--- config.mk ---
export PLATFORM = sky130hd
export DESIGN_NAME = combo_load_store_queue_flat
export DESIGN_NICKNAME = d
export VERILOG_FILES = /design/src/rtl/combo_load_store_queue_if.sv /design/src/rtl/combo_load_store_queue.sv /design/src/flat_wrapper.sv
export SDC_FILE = /design/constraint.sdc
export NUM_CORES = 1
export LEC_CHECK = 0
export CAP_MARGIN = 20
export CORE_UTILIZATION = 62
export CTS_CLUSTER_DIAMETER = 150
export DETAILED_ROUTE_END_ITERATION = 7
export PLACE_DENSITY = 0.85
export SKIP_LAST_GASP = 1
export SLEW_MARGIN = 25
export SYNTH_ARGS = -nofsm -noshare
export SYNTH_HDL_FRONTEND = slang
export SYNTH_SLANG_ARGS = --single-unit
--- constraint.sdc ---
create_clock -name i_clock -period 14.6 [get_ports i_clock]
set_input_delay 1.46 -clock i_clock [delete_from_list [all_inputs] [get_ports i_clock]]
set_output_delay 1.46 -clock i_clock [all_outputs]
set_load 0.01 [all_outputs]
--- src/rtl/combo_load_store_queue_if.sv ---
// Handshake and bus bundle for the load/store combo: reservation-station enqueue,
// data-cache request/response, and CDB arbitration/broadcast.
interface combo_load_store_queue_if #(
  parameter int unsigned DEPTH     = 8,
  parameter int unsigned XLEN      = 32,
  parameter int unsigned RRN_WIDTH = 6
);
  logic                   i_flush;
  logic                   i_valid;
  logic                   o_ready;
  logic                   i_is_store;
  logic [1:0]             i_size;
  logic                   i_sign_ext;
  logic [XLEN-1:0]        i_base;
  logic [XLEN-1:0]        i_immediate;
  logic [XLEN-1:0]        i_store_data;
  logic [RRN_WIDTH-1:0]   i_rrn;
  logic                   o_full;
  logic [$clog2(DEPTH):0] o_count;
  logic                   o_cache_read;
  logic                   o_cache_write;
  logic [XLEN-1:0]        o_cache_address;
  logic [XLEN-1:0]        o_cache_wdata;
  logic [3:0]             o_cache_byte_en;
  logic                   i_cache_hit;
  logic [XLEN-1:0]        i_cache_rdata;
  logic [7:0]             o_arb_address;
  logic                   o_get_bus;
  logic                   i_bus_granted;
  logic                   o_cdb_valid;
  logic [RRN_WIDTH-1:0]   o_cdb_rrn;
  logic [XLEN-1:0]        o_cdb_result;
  logic                   o_cdb_fault;

  // Load/store unit side
  modport slave (
    input  i_flush, i_valid, i_is_store, i_size, i_sign_ext, i_base, i_immediate,
           i_store_data, i_rrn, i_cache_hit, i_cache_rdata, i_bus_granted,
    output o_ready, o_full, o_count, o_cache_read, o_cache_write, o_cache_address,
           o_cache_wdata, o_cache_byte_en, o_arb_address, o_get_bus, o_cdb_valid,
           o_cdb_rrn, o_cdb_result, o_cdb_fault
  );

  // Environment side (reservation station, cache, CDB arbiter)
  modport master (
    output i_flush, i_valid, i_is_store, i_size, i_sign_ext, i_base, i_immediate,
           i_store_data, i_rrn, i_cache_hit, i_cache_rdata, i_bus_granted,
    input  o_ready, o_full, o_count, o_cache_read, o_cache_write, o_cache_address,
           o_cache_wdata, o_cache_byte_en, o_arb_address, o_get_bus, o_cdb_valid,
           o_cdb_rrn, o_cdb_result, o_cdb_fault
  );
endinterface

--- src/rtl/combo_load_store_queue.sv ---
// In-order load/store queue: enqueue with EA calculation, one cache access at a time,
// then CDB arbitration and a single-cycle tagged broadcast.
module combo_load_store_queue #(
  parameter int unsigned DEPTH           = 8,
  parameter int unsigned XLEN            = 32,
  parameter int unsigned RRN_WIDTH       = 6,
  parameter logic [7:0]  ARBITER_ADDRESS = 8'h00
) (
  input logic                      i_clock,
  input logic                      i_reset,
  combo_load_store_queue_if.slave  io_lsq
);
  localparam int unsigned PTR_W = $clog2(DEPTH);
  localparam int unsigned CNT_W = PTR_W + 1;

  typedef struct packed {
    logic                 is_store;
    logic [1:0]           size;
    logic                 sign_ext;
    logic [XLEN-1:0]      addr;
    logic [XLEN-1:0]      data;
    logic [RRN_WIDTH-1:0] rrn;
  } op_t;

  typedef enum logic [1:0] {S_IDLE, S_ACCESS, S_BUS, S_BCAST} state_t;

  op_t                  r_queue [DEPTH];
  logic [PTR_W-1:0]     r_head;
  logic [PTR_W-1:0]     r_tail;
  logic [CNT_W-1:0]     r_count;
  state_t               r_state;
  state_t               w_state_next;
  op_t                  r_work;
  logic                 r_work_fault;
  logic [XLEN-1:0]      r_work_result;
  logic                 r_drop;

  op_t                  w_new_op;
  op_t                  w_head;
  logic                 w_full;
  logic                 w_enq;
  logic                 w_pop;
  logic                 w_head_misaligned;
  logic [4:0]           w_lane_shift;
  logic [XLEN-1:0]      w_lane;
  logic [XLEN-1:0]      w_load_value;
  logic [3:0]           w_byte_en;

  logic                 w_cache_read;
  logic                 w_cache_write;
  logic [XLEN-1:0]      w_cache_address;
  logic [XLEN-1:0]      w_cache_wdata;
  logic [3:0]           w_cache_byte_en;
  logic                 w_get_bus;
  logic                 w_cdb_valid;
  logic [RRN_WIDTH-1:0] w_cdb_rrn;
  logic [XLEN-1:0]      w_cdb_result;
  logic                 w_cdb_fault;

  assign w_full = (r_count == CNT_W'(DEPTH));
  assign w_enq  = io_lsq.i_valid && !w_full && !io_lsq.i_flush;
  assign w_pop  = (r_state == S_IDLE) && (r_count != '0) && !io_lsq.i_flush;
  assign w_head = r_queue[r_head];

  // Effective address is formed once at enqueue and carried with the op
  always_comb begin
    w_new_op          = '0;
    w_new_op.is_store = io_lsq.i_is_store;
    w_new_op.size     = io_lsq.i_size;
    w_new_op.sign_ext = io_lsq.i_sign_ext;
    w_new_op.addr     = io_lsq.i_base + io_lsq.i_immediate;
    w_new_op.data     = io_lsq.i_store_data;
    w_new_op.rrn      = io_lsq.i_rrn;
  end

  assign w_head_misaligned = ((w_head.size == 2'd1) && w_head.addr[0]) ||
                             (w_head.size[1] && (w_head.addr[1:0] != 2'b00));

  always_ff @(posedge i_clock) begin
    if (w_enq) begin
      r_queue[r_tail] <= w_new_op;
    end
  end

  always_ff @(posedge i_clock or posedge i_reset) begin
    if (i_reset) begin
      r_head  <= '0;
      r_tail  <= '0;
      r_count <= '0;
    end else if (io_lsq.i_flush) begin
      r_head  <= '0;
      r_tail  <= '0;
      r_count <= '0;
    end else begin
      if (w_enq) begin
        r_tail <= r_tail + PTR_W'(1);
      end
      if (w_pop) begin
        r_head <= r_head + PTR_W'(1);
      end
      r_count <= r_count + CNT_W'(w_enq) - CNT_W'(w_pop);
    end
  end

  // Load lane select and extension
  assign w_lane_shift = {r_work.addr[1:0], 3'b000};
  assign w_lane       = io_lsq.i_cache_rdata >> w_lane_shift;

  always_comb begin
    w_load_value = w_lane;
    case (r_work.size)
      2'd0: w_load_value = r_work.sign_ext ? {{(XLEN-8){w_lane[7]}}, w_lane[7:0]}
                                           : XLEN'(w_lane[7:0]);
      2'd1: w_load_value = r_work.sign_ext ? {{(XLEN-16){w_lane[15]}}, w_lane[15:0]}
                                           : XLEN'(w_lane[15:0]);
      default: w_load_value = w_lane;
    endcase
  end

  always_comb begin
    w_byte_en = 4'hF;
    case (r_work.size)
      2'd0:    w_byte_en = 4'b0001 << r_work.addr[1:0];
      2'd1:    w_byte_en = 4'b0011 << r_work.addr[1:0];
      default: w_byte_en = 4'hF;
    endcase
  end

  always_ff @(posedge i_clock or posedge i_reset) begin
    if (i_reset) begin
      r_state <= S_IDLE;
    end else begin
      r_state <= w_state_next;
    end
  end

  // An issued store caught by flush keeps its write pending; r_drop suppresses its broadcast
  always_comb begin
    w_state_next = r_state;
    case (r_state)
      S_IDLE: begin
        if (w_pop) begin
          w_state_next = w_head_misaligned ? S_BUS : S_ACCESS;
        end
      end
      S_ACCESS: begin
        if (io_lsq.i_cache_hit) begin
          w_state_next = (r_drop || io_lsq.i_flush) ? S_IDLE : S_BUS;
        end else if (io_lsq.i_flush && !r_work.is_store) begin
          w_state_next = S_IDLE;
        end
      end
      S_BUS: begin
        if (io_lsq.i_flush) begin
          w_state_next = S_IDLE;
        end else if (io_lsq.i_bus_granted) begin
          w_state_next = S_BCAST;
        end
      end
      S_BCAST: w_state_next = S_IDLE;
      default: w_state_next = S_IDLE;
    endcase
  end

  always_comb begin
    w_cache_read    = 1'b0;
    w_cache_write   = 1'b0;
    w_cache_address = '0;
    w_cache_wdata   = '0;
    w_cache_byte_en = '0;
    w_get_bus       = 1'b0;
    w_cdb_valid     = 1'b0;
    w_cdb_rrn       = '0;
    w_cdb_result    = '0;
    w_cdb_fault     = 1'b0;
    case (r_state)
      S_ACCESS: begin
        w_cache_read    = !r_work.is_store;
        w_cache_write   = r_work.is_store;
        w_cache_address = {r_work.addr[XLEN-1:2], 2'b00};
        w_cache_wdata   = r_work.data << w_lane_shift;
        w_cache_byte_en = w_byte_en;
      end
      S_BUS: w_get_bus = 1'b1;
      S_BCAST: begin
        w_cdb_valid  = 1'b1;
        w_cdb_rrn    = r_work.rrn;
        w_cdb_result = r_work_result;
        w_cdb_fault  = r_work_fault;
      end
      default: ;
    endcase
  end

  // Working register: popped head plus the captured result
  always_ff @(posedge i_clock or posedge i_reset) begin
    if (i_reset) begin
      r_work        <= '0;
      r_work_fault  <= 1'b0;
      r_work_result <= '0;
      r_drop        <= 1'b0;
    end else begin
      if (w_pop) begin
        r_work        <= w_head;
        r_work_fault  <= w_head_misaligned;
        r_work_result <= '0;
      end else if ((r_state == S_ACCESS) && io_lsq.i_cache_hit) begin
        r_work_result <= r_work.is_store ? '0 : w_load_value;
      end
      if ((r_state == S_ACCESS) && r_work.is_store && io_lsq.i_flush && !io_lsq.i_cache_hit) begin
        r_drop <= 1'b1;
      end else if (w_state_next != S_ACCESS) begin
        r_drop <= 1'b0;
      end
    end
  end

  assign io_lsq.o_full          = w_full;
  assign io_lsq.o_ready         = !w_full;
  assign io_lsq.o_count         = r_count;
  assign io_lsq.o_arb_address   = ARBITER_ADDRESS;
  assign io_lsq.o_cache_read    = w_cache_read;
  assign io_lsq.o_cache_write   = w_cache_write;
  assign io_lsq.o_cache_address = w_cache_address;
  assign io_lsq.o_cache_wdata   = w_cache_wdata;
  assign io_lsq.o_cache_byte_en = w_cache_byte_en;
  assign io_lsq.o_get_bus       = w_get_bus;
  assign io_lsq.o_cdb_valid     = w_cdb_valid;
  assign io_lsq.o_cdb_rrn       = w_cdb_rrn;
  assign io_lsq.o_cdb_result    = w_cdb_result;
  assign io_lsq.o_cdb_fault     = w_cdb_fault;
endmodule

--- src/flat_wrapper.sv ---
// flat-port wrapper written by rule: the top's interface ports become plain ports
module combo_load_store_queue_flat 
#(
  parameter int unsigned DEPTH           = 8,
  parameter int unsigned XLEN            = 32,
  parameter int unsigned RRN_WIDTH       = 6,
  parameter logic [7:0]  ARBITER_ADDRESS = 8'h00
)
  (i_clock, i_reset, io_lsq_i_flush, io_lsq_i_valid, io_lsq_i_is_store, io_lsq_i_size, io_lsq_i_sign_ext, io_lsq_i_base, io_lsq_i_immediate, io_lsq_i_store_data, io_lsq_i_rrn, io_lsq_i_cache_hit, io_lsq_i_cache_rdata, io_lsq_i_bus_granted, io_lsq_o_ready, io_lsq_o_full, io_lsq_o_count, io_lsq_o_cache_read, io_lsq_o_cache_write, io_lsq_o_cache_address, io_lsq_o_cache_wdata, io_lsq_o_cache_byte_en, io_lsq_o_arb_address, io_lsq_o_get_bus, io_lsq_o_cdb_valid, io_lsq_o_cdb_rrn, io_lsq_o_cdb_result, io_lsq_o_cdb_fault);
  combo_load_store_queue_if #(.DEPTH(DEPTH), .XLEN(XLEN), .RRN_WIDTH(RRN_WIDTH)) io_lsq_i ();
  input logic i_clock;
  input logic i_reset;
  input wire logic [$bits(io_lsq_i.i_flush)-1:0] io_lsq_i_flush;
  input wire logic [$bits(io_lsq_i.i_valid)-1:0] io_lsq_i_valid;
  input wire logic [$bits(io_lsq_i.i_is_store)-1:0] io_lsq_i_is_store;
  input wire logic [$bits(io_lsq_i.i_size)-1:0] io_lsq_i_size;
  input wire logic [$bits(io_lsq_i.i_sign_ext)-1:0] io_lsq_i_sign_ext;
  input wire logic [$bits(io_lsq_i.i_base)-1:0] io_lsq_i_base;
  input wire logic [$bits(io_lsq_i.i_immediate)-1:0] io_lsq_i_immediate;
  input wire logic [$bits(io_lsq_i.i_store_data)-1:0] io_lsq_i_store_data;
  input wire logic [$bits(io_lsq_i.i_rrn)-1:0] io_lsq_i_rrn;
  input wire logic [$bits(io_lsq_i.i_cache_hit)-1:0] io_lsq_i_cache_hit;
  input wire logic [$bits(io_lsq_i.i_cache_rdata)-1:0] io_lsq_i_cache_rdata;
  input wire logic [$bits(io_lsq_i.i_bus_granted)-1:0] io_lsq_i_bus_granted;
  output wire logic [$bits(io_lsq_i.o_ready)-1:0] io_lsq_o_ready;
  output wire logic [$bits(io_lsq_i.o_full)-1:0] io_lsq_o_full;
  output wire logic [$bits(io_lsq_i.o_count)-1:0] io_lsq_o_count;
  output wire logic [$bits(io_lsq_i.o_cache_read)-1:0] io_lsq_o_cache_read;
  output wire logic [$bits(io_lsq_i.o_cache_write)-1:0] io_lsq_o_cache_write;
  output wire logic [$bits(io_lsq_i.o_cache_address)-1:0] io_lsq_o_cache_address;
  output wire logic [$bits(io_lsq_i.o_cache_wdata)-1:0] io_lsq_o_cache_wdata;
  output wire logic [$bits(io_lsq_i.o_cache_byte_en)-1:0] io_lsq_o_cache_byte_en;
  output wire logic [$bits(io_lsq_i.o_arb_address)-1:0] io_lsq_o_arb_address;
  output wire logic [$bits(io_lsq_i.o_get_bus)-1:0] io_lsq_o_get_bus;
  output wire logic [$bits(io_lsq_i.o_cdb_valid)-1:0] io_lsq_o_cdb_valid;
  output wire logic [$bits(io_lsq_i.o_cdb_rrn)-1:0] io_lsq_o_cdb_rrn;
  output wire logic [$bits(io_lsq_i.o_cdb_result)-1:0] io_lsq_o_cdb_result;
  output wire logic [$bits(io_lsq_i.o_cdb_fault)-1:0] io_lsq_o_cdb_fault;
  assign io_lsq_i.i_flush = io_lsq_i_flush;
  assign io_lsq_i.i_valid = io_lsq_i_valid;
  assign io_lsq_i.i_is_store = io_lsq_i_is_store;
  assign io_lsq_i.i_size = io_lsq_i_size;
  assign io_lsq_i.i_sign_ext = io_lsq_i_sign_ext;
  assign io_lsq_i.i_base = io_lsq_i_base;
  assign io_lsq_i.i_immediate = io_lsq_i_immediate;
  assign io_lsq_i.i_store_data = io_lsq_i_store_data;
  assign io_lsq_i.i_rrn = io_lsq_i_rrn;
  assign io_lsq_i.i_cache_hit = io_lsq_i_cache_hit;
  assign io_lsq_i.i_cache_rdata = io_lsq_i_cache_rdata;
  assign io_lsq_i.i_bus_granted = io_lsq_i_bus_granted;
  assign io_lsq_o_ready = io_lsq_i.o_ready;
  assign io_lsq_o_full = io_lsq_i.o_full;
  assign io_lsq_o_count = io_lsq_i.o_count;
  assign io_lsq_o_cache_read = io_lsq_i.o_cache_read;
  assign io_lsq_o_cache_write = io_lsq_i.o_cache_write;
  assign io_lsq_o_cache_address = io_lsq_i.o_cache_address;
  assign io_lsq_o_cache_wdata = io_lsq_i.o_cache_wdata;
  assign io_lsq_o_cache_byte_en = io_lsq_i.o_cache_byte_en;
  assign io_lsq_o_arb_address = io_lsq_i.o_arb_address;
  assign io_lsq_o_get_bus = io_lsq_i.o_get_bus;
  assign io_lsq_o_cdb_valid = io_lsq_i.o_cdb_valid;
  assign io_lsq_o_cdb_rrn = io_lsq_i.o_cdb_rrn;
  assign io_lsq_o_cdb_result = io_lsq_i.o_cdb_result;
  assign io_lsq_o_cdb_fault = io_lsq_i.o_cdb_fault;
  combo_load_store_queue #(.DEPTH(DEPTH), .XLEN(XLEN), .RRN_WIDTH(RRN_WIDTH), .ARBITER_ADDRESS(ARBITER_ADDRESS)) u_core (.i_clock(i_clock), .i_reset(i_reset), .io_lsq(io_lsq_i));
endmodule
==> impl_metrics.py, run 1 <==
metrics = {
    "run_status": {
        "outcome": "finished clean",
    },
    "cts": {
        "clk_latency_ns": 0.60,
        "cts_setup_buffers": 0,
        "cts_resized": 0,
        "cts-root-buf": "clkbuf_16",
        "cts_tree": "built",
        "cts_buffer_depth": 3,
        "cts.reportedPaths.clkPinSlew_ns": 0.06,
        "clock-sinks": 712,
        "htree_levels": 3,
        "cts_made_buffers": 68,
        "hold_buffers": 0,
    },
    "critical_path": {
        "start_kind": "register",
        "critical_path_required_ns": 13.14,
        "cp_slowest_cell": "nor2b_4",
        "cp.arrival_ns": 3.62,
        "crit_buf_inv": 1,
        "path_delay_family": "simple AND/OR/NAND/NOR gates",
        "cp-end-kind": "primary output",
        "path_class": "reg -> out",
        "cp_cell_sequence": "nor2b_4, nand2b_1, nor2_1, and2_1, clkdlybuf4s50_1",
        "crit_fanout": 36,
        "max_stage_delay_ns": 0.75,
    },
    "sta": {
        "slew-limit-headroom": 0.291,
        "hold_viol_final": 0,
        "setup_viol": 0,
        "fin_setup_tns_ns": 0,
        "rsz0062_at_grt": "false",
        "final.period_utilization": 0.348,
        "maxSlewViolCount": 0,
        "worst_hold_slack_ns": 0.469,
        "fmax_mhz": 197,
        "fin_skew_ns": 0.0194,
        "worst_slack_ns": 9.52,
        "period_minus_slack_ns": 5.08,
        "tightest_slew_ns": 1.06,
    },
    "floorplanning": {
        "design.die.area_mm2": 0.0497,
        "core_area_mm2": 0.0479,
        "initial_core_util": 0.631,
        "die_w_um": 223,
        "ios": 269,
        "die_y_um": 223,
        "rows": 80,
    },
    "cells_and_area": {
        "fin_nets": 2274,
        "area_delta_synth_final_pct": 17.8,
        "drive_above_1_share": 0.146,
        "final_cells": 2765,
    },
    "route": {
        "first_pass_iters": 8,
        "drc": 0,
        "wl_mm": 76.0,
        "vias": 18044,
        "routed_via_density": 6.53,
        "wl_per_cell_um": 27.5,
        "ant_nets": 0,
        "drt_iter0_markers": 2119,
    },
    "yosys": {
        "synth-edff-count": 592,
        "synth.distinct_cells": 65,
        "syn-cell-area_mm2": 0.0303,
        "async_reset_ff_frac": 0.169,
        "ys_ff_latch": 712,
        "syn_avg_cell_area_um2": 16.4,
        "synthCells": 1845,
        "ys_warn_count": 0,
        "ys.flop_type": "edfxtp_1",
        "yosysSeqAreaShare": 0.687,
    },
    "global_routing": {
        "grt_overflow_total": 0,
        "grt_pass1_vias": 18707,
        "grt_max_degree": 85,
        "antenna_found_initial": 8,
        "grt_pass1_wl_mm": 113,
        "grt_usage": 0.312,
    },
    "placement": {
        "place_inst": 2634,
        "numPortBuffers": 258,
        "hpwl_mm": 43.2,
        "gp_congestion": 0.918,
        "detailedPlace.worstSlack_ns": 9.78,
    },
    "power": {
        "total_power_mw": 6.01,
        "max-vdd-ir-drop_uv": 140,
        "p_per_area_mw_per_mm2": 169,
        "p_leak_nw": 12.2,
    },
    "job": {
        "timing.max_cap.violations": 0,
    },
    "worst_hold_path": {
        "min_path_type": "reg -> reg",
    },
}
==> worst reg2reg max path: stages (launching register included) <==
cell,delay [ns]
dfrtp_4,0.78
buf_4,0.66
buf_4,0.77
mux4_2,0.64
mux2i_1,0.27
a21oi_1,0.17
==> where the power goes <==
group / total [mW] / switching [mW] / leakage, nW / internal, mW
Clock: 1.78 / 0.758 / 1.11 / 1.02
Combinational: 1.59 / 0.883 / 4.31 / 0.708
Sequential: 2.64 / 0.188 / 6.77 / 2.45
==> layout make-up <==
cell class | count | area, µm²
Sequential cell | 712 | 20800
Fill cell | 2689 | 12300
Multi-Input combinational cell | 1000 | 8910
Timing Repair Buffer | 286 | 2820
Clock buffer | 98 | 1980
Tap cell | 615 | 769
Clock inverter | 27 | 267
Inverter | 21 | 86.3
Antenna cell | 6 | 15.0
==> cell usage in the layout, fill, tap and decap left out, types with 15 or more instances in the layout <==
cell type,netlist,final
nor2_1,138,132
a21oi_1,132,131
edfxtp_1,592,592
and2_1,44,44
xor2_1,15,15
xnor2_1,17,17
o21ai_0,42,42
a22o_1,17,17
mux4_2,149,149
clkdlybuf4s50_1,0,258
clkbuf_16,0,69
nand2_1,84,84
buf_4,11,25
nor2b_1,20,19
ha_1,39,39
a211oi_1,19,19
dfrtp_1,120,115
inv_1,20,19
mux2i_1,108,108
and3_1,44,44
==> path summary, 6_finish.rpt <==
kind	startpoint	to	slack [ns]	cells after the start
setup / recovery	u_core.r_state[1]$_DFF_PP0_	io_lsq_o_cache_wdata[6]	9.52	5
setup reg to reg	u_core.r_head[0]$_DFFE_PP0P_	u_core.r_work[65]$_DFFE_PP0N_	11.11	5
min in group asynchronous	i_reset	u_core.r_work_result[3]$_DFFE_PP0P_	1.30	2
max in group asynchronous	i_reset	u_core.r_work[31]$_DFFE_PP0N_	12.13	3
hold reg to reg	u_core.r_work_result[14]$_DFFE_PP0P_	u_core.r_work_result[14]$_DFFE_PP0P_	0.47	2
hold / removal	u_core.r_work_result[14]$_DFFE_PP0P_	u_core.r_work_result[14]$_DFFE_PP0P_	0.47	2
==> per-stage QoR <==
step	cell area, µm²	util
after floorplan	30300	-
after global placement	33300	0.695
after detailed placement	33400	0.696
after CTS	35600	0.743
after global routing	35600	0.743
final	35600	0.743
==> registers in the layout, indices dropped and copies added (netlist names) <==
name	cells
u_core.r_tail	3
u_core.r_work_result	32
u_core.r_queue	592
u_core.r_work	74
u_core.r_work_fault	1
u_core.r_drop	1
u_core.io_lsq.o_count	4
u_core.r_state	2
u_core.r_head	3
==> synthesized netlist by cell type, types with 42 or more instances <==
library cell	number	area (µm²)
mux4_2	149	3360
dfrtp_1	120	3000
buf_2	56	280
and3_1	44	275
and2_1	44	275
a21oi_1	132	661
nand2_1	84	315
o21ai_0	42	210
edfxtp_1	592	17800
nor2_1	138	518
mux2i_1	108	1080
==> cell families after synthesis <==
family / Yosys count / share of synthesized area
flops: 712 / 0.687
mux: 258 / 0.147
xor+xnor: 32 / 0.00926
compound gates: 283 / 0.0579
simple gates: 376 / 0.0594
other cells: 1 / 0.000124
fa+ha+maj: 41 / 0.0174
buf+inv: 142 / 0.0221
==> layer usage <==
layer / vias up / GRT usage / routed length [µm]
li1: 7644 / - / -
met1: 9057 / 0.387 / 27000
met2: 1135 / 0.526 / 38400
met3: 202 / 0.0668 / 7190
met4: 6 / 0.153 / 3430
met5: - / 0 / 38
Power figures use the tool's default switching activity.
==> run 2: changes to the inputs <==
- CORE_UTILIZATION: 62 -> 52
- PLACE_DENSITY: 0.85 -> 0.76
- clock period: 14.6 -> 4.6 ns (I/O delays scaled with it)
==> run 2 against run 1 <==
Clock power grew to 3.2 times the previous value. Sequential share of layout area is 0.82 points lower. Cell area is 1.4% higher. Critical path depth is 1 lower. Die area is 19% higher. Via count is 2.5% lower. Worst hold slack worse by 0.075 ns. Sequential cell count stayed put. Critical path type unchanged.
==> impl_metrics.py, run 2 (same netlist as run 1, synthesis figures left out) <==
metrics = {
    "run_status": {
        "outcome": "finished clean",
    },
    "power": {
        "max-vdd-ir-drop_uv": 295,
        "total_power_mw": 19.0,
        "p_per_area_mw_per_mm2": 525,
        "p_leak_nw": 12.3,
    },
    "floorplanning": {
        "core_area_mm2": 0.0576,
        "ios": 269,
        "design.die.area_mm2": 0.0592,
        "die_y_um": 243,
        "rows": 88,
        "die_w_um": 243,
        "initial_core_util": 0.525,
    },
    "cells_and_area": {
        "fin_nets": 2286,
        "regMostFlops": "u_core.r_queue",
        "final_cells": 2928,
        "final_core_util": 0.628,
        "mostFrequentLayoutCells": "edfxtp_1 (592), clkdlybuf4s50_1 (258), mux4_2 (149)",
        "layout_commonest_cell": "edfxtp_1",
        "reg_top3": "u_core.r_queue: 592 flops, u_core.r_work: 74 flops, u_core.r_work_result: 32 flops",
        "fin_area_mm2": 0.0362,
        "drive_above_1_share": 0.148,
        "area_delta_synth_final_pct": 19.5,
        "largest_reg_flops": 592,
    },
    "critical_path": {
        "cp.arrival_ns": 3.31,
        "max_stage_delay_ns": 0.65,
        "cp_cell_sequence": "buf_4, nand2b_1, a211oi_1, clkdlybuf4s50_1",
        "cp_slowest_cell": "clkdlybuf4s50_1",
        "reg2reg_depth": 12,
        "reg2reg_slack_ns": 1.67,
        "start_kind": "register",
        "cp-end-kind": "primary output",
        "timing.rr.end": "u_core.io_lsq.o_count[3]$_DFF_PP0_",
        "critical_path_required_ns": 4.14,
        "r2r-start": "u_core.io_lsq.o_count[2]$_DFF_PP0_",
        "crit_fanout": 37,
        "path_class": "reg -> out",
    },
    "global_routing": {
        "grt_pass1_wl_mm": 108,
        "grt_overflow_total": 0,
        "grt_max_degree": 109,
        "antenna_found_initial": 6,
        "grt_pass1_vias": 18014,
        "grt_usage": 0.242,
    },
    "placement": {
        "gp_congestion": 0.897,
        "detailedPlace.worstSlack_ns": 0.709,
        "place_area_mm2": 0.0338,
        "numPortBuffers": 258,
        "place_inst": 2793,
        "hpwl_mm": 43.6,
    },
    "sta": {
        "worst_slack_ns": 0.834,
        "setup_viol": 0,
        "slew-limit-headroom": 0.349,
        "hold_viol_final": 0,
        "rsz0062_at_grt": "false",
        "period_minus_slack_ns": 3.77,
        "final.period_utilization": 0.819,
        "tightest_slew_ns": 0.977,
        "maxSlewViolCount": 0,
        "fmax_mhz": 266,
        "fin_skew_ns": 0.0237,
    },
    "job": {
        "timing.max_cap.violations": 0,
    },
    "route": {
        "drt_iter0_markers": 1633,
        "ant_nets": 0,
        "wl_mm": 71.0,
        "routed_via_density": 6.01,
        "wl_per_cell_um": 24.3,
        "wl_met1_mm": 28.2,
        "dr_wl_met2_mm": 36.0,
        "route.met3.wl_mm": 5.00,
        "top_layer_used": "met5",
        "vias": 17596,
        "drc": 0,
        "first_pass_iters": 6,
    },
    "worst_hold_path": {
        "min_path_type": "in -> async",
    },
    "cts": {
        "cts.reportedPaths.clkPinSlew_ns": 0.06,
        "cts_made_buffers": 71,
        "cts_resized": 0,
        "clock-sinks": 712,
        "cts_setup_buffers": 0,
        "hold_buffers": 0,
        "htree_levels": 3,
        "cts_buffer_depth": 3,
        "clk_latency_ns": 0.61,
        "cts-root-buf": "clkbuf_16",
        "cts_tree": "built",
    },
}
run 2: stage by stage:
step / TNS (ns) / hold slack, ns
2_1_floorplan: -77.88 / 0.430
3_3_place_gp: 0 / 0.448
3_5_place_dp: 0 / 0.464
4_1_cts: 0 / 0.401
5_1_grt: 0 / 0.459
6_report: 0 / 0.394
run 2: worst max-delay path by stage:
stage,to,cells after the start,start
2_1_floorplan,u_core.r_queue[2][0]$_DFFE_PP_,6,u_core.io_lsq.o_count[2]$_DFF_PP0_
3_3_place_gp,u_core.r_queue[6][66]$_DFFE_PP_,10,io_lsq_i_immediate[0]
3_5_place_dp,u_core.r_queue[1][60]$_DFFE_PP_,10,io_lsq_i_immediate[0]
4_1_cts,io_lsq_o_cache_wdata[31],4,u_core.r_state[0]$_DFF_PP0_
5_1_grt,io_lsq_o_cache_wdata[31],4,u_core.r_state[0]$_DFF_PP0_
6_report,io_lsq_o_cache_wdata[31],4,u_core.r_state[0]$_DFF_PP0_
run 2: per-layer routing:
layer  GRT usage  up-vias
met5           0        -
met4      0.0797        8
met3      0.0401      137
met2       0.410      786
met1       0.320     8981
li1            -     7684
run 2: cell type report:
cell class                 instances  area [µm²]
clock buffer                      92        1930
tap                              765         957
timing repair buffer             295        3070
multi-input combinational       1000        8920
antenna                            3        7.51
fill                            4004       21400
inverter                          21        86.3
clock inverter                    40         385
sequential                       712       20800
run 2: worst max-delay path: cells and delay by family (launching register included):
kind	cells	cell delay (ns)
AO/OA/AOI/OAI	1	0.54
flip-flops	1	0.52
buffers and inverters	2	1.04
AND/OR/NAND/NOR	1	0.59
run 2: power by group:
| group | total [mW] | switching, mW | internal, mW |
|---|---|---|---|
| logic | 4.83 | 2.56 | 2.27 |
| registers | 8.46 | 0.698 | 7.76 |
| clock network | 5.68 | 2.41 | 3.27 |
